### config.mk
export PLATFORM = sky130hd
export DESIGN_NAME = reg_bank_arb
export DESIGN_NICKNAME = d
export VERILOG_FILES = /design/src/rtl/reg_bank_arb_pkg.sv /design/src/rtl/reg_bank_arb_rr_arb.sv /design/src/rtl/reg_bank_arb.sv
export SDC_FILE = /design/constraint.sdc
export NUM_CORES = 1
export LEC_CHECK = 0
export ABC_AREA = 1
export CAP_MARGIN = 20
export CORE_MARGIN = 2
export CORE_UTILIZATION = 30
export CTS_CLUSTER_DIAMETER = 80
export DETAILED_ROUTE_END_ITERATION = 8
export MAX_ROUTING_LAYER = met4
export SETUP_SLACK_MARGIN = 0.4
export SYNTH_ARGS = -nofsm -noshare
export SYNTH_HDL_FRONTEND = slang
export SYNTH_SLANG_ARGS = --single-unit
export TNS_END_PERCENT = 100
### constraint.sdc
create_clock -name clk -period 5.35 [get_ports clk]
set_input_delay 1.07 -clock clk [delete_from_list [all_inputs] [get_ports clk]]
set_output_delay 1.07 -clock clk [all_outputs]
set_load 0.005 [all_outputs]
### src/rtl/reg_bank_arb_pkg.sv
// reg_bank_arb_pkg
// Shared definitions for the register-bank arbiter and its round-robin
// sub-arbiter:
//   - state_t      : sequencer FSM encoding (IDLE, ACCESS, RESP)
//   - REQ_HOST/CORE: requester ids, also the bit index in the 2-bit buses
//   - LOCK_BIT     : bit of the lock register that holds the lock flag
//   - lock_reg_idx : index of the lock register, always the last register
package reg_bank_arb_pkg;

  typedef enum logic [1:0] {
    IDLE   = 2'd0,
    ACCESS = 2'd1,
    RESP   = 2'd2
  } state_t;

  localparam int REQ_HOST = 0;
  localparam int REQ_CORE = 1;

  localparam int LOCK_BIT = 0;

  function automatic int lock_reg_idx(input int nreg);
    return nreg - 1;
  endfunction

endpackage

### src/rtl/reg_bank_arb_rr_arb.sv
// reg_bank_rr_arb
// Two-input round-robin arbiter.
// Ports:
//   clk, rst_n : clock, asynchronous active-low reset
//   valid[1:0] : request lines (bit0 host, bit1 core)
//   advance    : pulse when the current grant is accepted; updates last_grant
//   grant[1:0] : combinational one-hot grant, never both bits set
// last_grant resets to the core so that the host wins the first tie.
module reg_bank_rr_arb
  import reg_bank_arb_pkg::*;
(
  input  logic       clk,
  input  logic       rst_n,
  input  logic [1:0] valid,
  input  logic       advance,
  output logic [1:0] grant
);

  logic last_grant_reg;

  // On a tie the requester that was not served last wins.
  always_comb begin
    grant = 2'b00;
    case (valid)
      2'b01:   grant = 2'b01;
      2'b10:   grant = 2'b10;
      2'b11:   grant = last_grant_reg ? 2'b01 : 2'b10;
      default: grant = 2'b00;
    endcase
  end

  always_ff @(posedge clk or negedge rst_n) begin
    if (!rst_n) begin
      last_grant_reg <= 1'b1;
    end else if (advance) begin
      last_grant_reg <= grant[REQ_CORE];
    end
  end

endmodule

### src/rtl/reg_bank_arb.sv
// reg_bank_arb
// Arbiter and sequencer for a bank of NREG 8-bit configuration registers
// shared by a host requester (0) and a core requester (1). Each transaction
// takes three cycles: IDLE (handshake), ACCESS (register read/write),
// RESP (one-cycle response strobe to the granted requester).
// Ports:
//   clk, rst_n   : clock, asynchronous active-low reset
//   req_valid[1:0], req_ready[1:0], req_wr[1:0] : per-requester handshake
//   req_addr[2*AW-1:0]  : slice k = address of requester k
//   req_wdata[15:0]     : slice k = write data of requester k
//   rsp_valid[1:0], rsp_rdata[7:0], rsp_err : registered response
//   reg_q[NREG*8-1:0]   : live contents of the whole bank
// Optional build macro REG_LOCK_EN: the last register becomes a lock
// register; while its bit0 is set, core writes to any other register are
// dropped and answered with rsp_err.
module reg_bank_arb
  import reg_bank_arb_pkg::*;
#(
  parameter int                NREG    = 16,
  parameter int                AW      = 4,
  parameter logic [NREG*8-1:0] INI_VEC = {NREG{8'h00}},
  parameter int                DLY     = 1
) (
  input  logic               clk,
  input  logic               rst_n,
  input  logic [1:0]         req_valid,
  output logic [1:0]         req_ready,
  input  logic [1:0]         req_wr,
  input  logic [2*AW-1:0]    req_addr,
  input  logic [15:0]        req_wdata,
  output logic [1:0]         rsp_valid,
  output logic [7:0]         rsp_rdata,
  output logic               rsp_err,
  output logic [NREG*8-1:0]  reg_q
);

  // DLY only matters for delay-annotated simulation models; this RTL is
  // zero-delay, so DLY appears only in this configuration sanity guard.
  // An illegal configuration elaborates an empty marker block.
  if (DLY < 0 || (2 ** AW) < NREG) begin : g_bad_cfg
  end

  state_t          state_reg;
  logic [1:0]      grant;
  logic            advance;
  logic            sel;
  logic            wr_reg;
  logic [AW-1:0]   addr_reg;
  logic [7:0]      wdata_reg;
  logic            id_reg;
  logic [7:0]      bank [NREG];
  logic [NREG-1:0] wen;
  logic            in_range;
  logic            blocked;
  logic [7:0]      rd_data;

  reg_bank_rr_arb u_arb (
    .clk     (clk),
    .rst_n   (rst_n),
    .valid   (req_valid),
    .advance (advance),
    .grant   (grant)
  );

  // Ready is only offered while idle; the grant is already one-hot.
  assign req_ready = (state_reg == IDLE) ? grant : 2'b00;
  assign advance   = |(req_valid & req_ready);
  assign sel       = grant[REQ_CORE];

  assign in_range = (32'(addr_reg) < NREG);

`ifdef REG_LOCK_EN
  localparam int LOCK_IDX = lock_reg_idx(NREG);
  // The lock register itself stays writable so the core cannot lock itself out.
  assign blocked = wr_reg && (id_reg == 1'(REQ_CORE)) &&
                   bank[LOCK_IDX][LOCK_BIT] && (32'(addr_reg) != LOCK_IDX);
`else
  assign blocked = 1'b0;
`endif

  always_comb begin
    rd_data = 8'h00;
    for (int i = 0; i < NREG; i++) begin
      if (32'(addr_reg) == i) rd_data = bank[i];
    end
  end

  // Register bank: one write-enabled byte per address.
  for (genvar gi = 0; gi < NREG; gi++) begin : g_reg
    assign wen[gi] = (state_reg == ACCESS) && wr_reg && !blocked &&
                     (32'(addr_reg) == gi);

    always_ff @(posedge clk or negedge rst_n) begin
      if (!rst_n) begin
        bank[gi] <= INI_VEC[gi*8 +: 8];
      end else if (wen[gi]) begin
        bank[gi] <= wdata_reg;
      end
    end

    assign reg_q[gi*8 +: 8] = bank[gi];
  end

  always_ff @(posedge clk or negedge rst_n) begin
    if (!rst_n) begin
      state_reg <= IDLE;
      wr_reg    <= 1'b0;
      addr_reg  <= '0;
      wdata_reg <= 8'h00;
      id_reg    <= 1'b0;
      rsp_valid <= 2'b00;
      rsp_rdata <= 8'h00;
      rsp_err   <= 1'b0;
    end else begin
      case (state_reg)
        IDLE: begin
          if (advance) begin
            id_reg    <= sel;
            wr_reg    <= req_wr[sel];
            addr_reg  <= sel ? req_addr[2*AW-1:AW] : req_addr[AW-1:0];
            wdata_reg <= sel ? req_wdata[15:8] : req_wdata[7:0];
            state_reg <= ACCESS;
          end
        end
        ACCESS: begin
          // Response is staged here so that it appears registered in RESP.
          rsp_valid <= id_reg ? 2'b10 : 2'b01;
          rsp_rdata <= (in_range && !wr_reg) ? rd_data : 8'h00;
          rsp_err   <= !in_range || blocked;
          state_reg <= RESP;
        end
        RESP: begin
          rsp_valid <= 2'b00;
          state_reg <= IDLE;
        end
        default: begin
          state_reg <= IDLE;
        end
      endcase
    end
  end

endmodule

==> impl_results.md <==
- Hold_ws: 480.5 ps
- Num Clock Sinks: 155
- Cts hold-fix bufs: 0
- Clock latency on the worst-skew pair: 430 ps
- Mapped cell area: 6962 sq um
- Final period util: 0.7192
- Xor/xnor cell area share of the yosys netlist: 0
- Cts repair resizes: 0
- Worst r2r dst: rsp_rdata[3]
- Starting Density: 0.3066
- Worst Path Buf+Inv: 5
- Outcome: complete, no violations
- Internal Power: 3.387 mW
- Max Slew Vio Count: 0
- Post-synth EDFFs: 0
- CTS tree: yes
- Clk slew on worst S/H paths: 60 ps
- Largest fanout on the critical path: 14
- H-tree Lvls: 4
- Synthesis-to-layout area growth: 36.47%
- First-pass GRT wire length: 35190 um
- Share of total power in the clock network: 0.218
- CP cell instances: clkdlybuf4s50_1, inv_1, a21oi_1, buf_4, inv_1, nor2_1, clkdlybuf4s50_1
- CTS Buf Count: 17
- Synth unique cells: 29
- Top Ports: 171
- Post-synthesis sequential area ratio: 0.5573
- Vias in the first global route: 5900
- Hold Vio Cnt, Final: 0
- P per Cell Area: 582.3 nW/um^2
- Worst R2R Start: addr_reg[2]
- Reg power frac: 0.373
- Synthesis-stage register bit count: 155
- Number of vias per cell: 4.858
- Grt ovf: 0
- Synth cell count leaders: 287 x nand2_1, 154 x dfrtp_1, 145 x o21ai_0, 55 x inv_1
- Port bufs: 169
- Async SR Flop Fraction: 1.000
- Minimum clock period: 3848 ps
- Hold Path Origin: id_reg
- Post-route DRC violation count: 0
- Fmax: 0.2599 GHz
- Final worst slack: 1502 ps
- Req. time, crit path: 4280 ps
- R2R cell count: 11
- Routed WL per cell: 17.92 um
- CP Class: input port to output port
- Hold Path Class: flop to flop
- 1st-iter DRT viols: 458
- Sw frac: 0.3878
- Slew headroom: 0.4200
- Nets: 1026
- Final WL: 23090 um
- Vias: 6257
- Layout Skew: 12.61 ps
- Max Cap Violations: 0
- Core region area: 22710 sq um
- RSZ-0062 raised after global routing: false
- Multi-input gate area: 2741 sq um
- FF+latch area: 3880 sq um
- # rows: 55
- Largest family of logic cells by synthesized area: simple AND/OR/NAND/NOR gates
- Combinational share of power: 0.409
- Crit end category: output port
- Final setup fails: 0
- Synthesized area per cell: 8.377 sq um
- Pin count of the biggest net entering global routing: 93
- CTS root buf: clkbuf_16
- Worst stage delay on the critical path: 540 ps
- Die ar.: 24440 sq um
- GRT Total Usage: 0.1993
- VDD IR max: 0.2223 mV
- Post-Syn Nets: 866
- Fill cells: 2238
- Ant. Diodes: 0
- CP arrival: 2780 ps
- CP Launch Type: input port
- Crit-path slowest cell: clkdlybuf4s50_1
- Sum Neg Setup Slack: 0 ps
- Worst hold path cell count: 1
- Synth Area in Adders: 0.008986
- GPL Wtd Cong: 0.8243
- Ranking of synthesized cells by area: dfrtp_1 55%, nand2_1 15%, o21ai_0 10%
- Worst-Margin Slew: 869.9 ps
- Clk buf depth: 2
- DP HPWL: 16310 um
- Post-synthesis compound-gate area fraction: 0.1247
- Die Height: 156.3 um
- Largest register FFs: 128
- Sw Pwr: 2.145 mW
- Most frequent cell after synthesis: nand2_1
- Synth Warn #: 0
- Place WS: 1506 ps
- Mux share of post-synthesis cell area: 0.01869
- Crit path max-delay family: buffers and inverters
- Leakage: 4.166 nW
- Largest area contributor in the netlist: dfrtp_1
- Synthesized instance count: 831
- Top cell type's share of synthesized area: 0.5536
- Reg2reg setup slack: 2710 ps
- Die width: 156.3 um
- DR pass1 iterations: 5
- Share of post-route cells with drive strength above 1: 0.06381
- Most used DFF post-synth: dfrtp_1
- Worst Hold End: rsp_valid[0]
- Routed Antenna Nets: 0
- Simple-Gate Fraction of Synth Area: 0.2408
- Initial antenna violation count: 1
- Setup bufs post-CTS: 0
-- placed cells by master, fill, tap and decap left out, types with 5 or more instances in the layout --
cell,count
mux2i_1,13
inv_1,55
or2_2,10
a21oi_1,23
nor2_2,11
nand2_1,287
nand4_1,19
clkbuf_16,17
o21ai_0,145
nand3_1,28
or2_0,5
dfrtp_1,154
ha_1,5
nor2_1,28
clkdlybuf4s50_1,168
-- cell families (layout without fill, tap and decap cells) --
group,after synthesis,in the layout
multiplexers,13,13
flip-flops,155,155
buffers and inverters,89,261
AO/OA/AOI/OAI,172,172
AND/OR/NAND/NOR,396,396
adder cells (fa/ha/maj),5,5
other,1,1
-- power groups by stage --
stage	registers, mW	clock network [mW]	logic, mW
4_1_cts	2.06	1.23	2.29
3_3_place_gp	2.08	0	2.24
6_report	2.06	1.21	2.26
3_5_place_dp	2.07	0	2.28
2_1_floorplan	1.97	0	0.956
5_1_grt	2.12	1.27	2.51
-- metrics by stage --
step	power [mW]	instances	util	area, sq um
2_1_floorplan	2.930	831	-	6962
3_3_place_gp	4.320	1257	0.3926	8915
3_5_place_dp	4.356	1257	0.3926	8915
4_1_cts	5.583	1288	0.4183	9500
5_1_grt	5.900	1288	0.4183	9500
6_report	5.532	1288	0.4183	9500
-- worst max path at each step --
stage                       startpoint           end  slack, ps  cells after the start
after floorplan           req_valid[1]  req_ready[1]       2620                      4
after global placement    req_valid[1]  req_ready[1]       1570                      7
after detailed placement  req_valid[1]  req_ready[1]       1510                      7
after CTS                 req_valid[1]  req_ready[1]       1500                      7
after global routing      req_valid[1]  req_ready[1]       1370                      7
final                     req_valid[1]  req_ready[1]       1500                      7
-- cell type report --
cell class                 instances  share of cell area
tap                              285             0.03753
inverter                          57             0.02252
sequential                       155              0.4084
clock buffer                      20             0.04912
multi-input combinational        587              0.2886
timing repair buffer             173              0.1814
clock inverter                    11             0.01251
-- metal layers --
metal,GRT usage,part of all wire,wire (um)
met1,0.2811,0.48,10970
met4,0.05461,0.014,324
met5,-,0,0
met3,0.02908,0.055,1280
met2,0.3006,0.46,10510
-- worst reg2reg max path, delay by kind of cell (launching register included) --
kind / cells / cell delay, ps
flops: 1 / 480
compound gates: 1 / 200
simple gates: 10 / 1870
No activity file was read; power rests on OpenSTA's default activity.
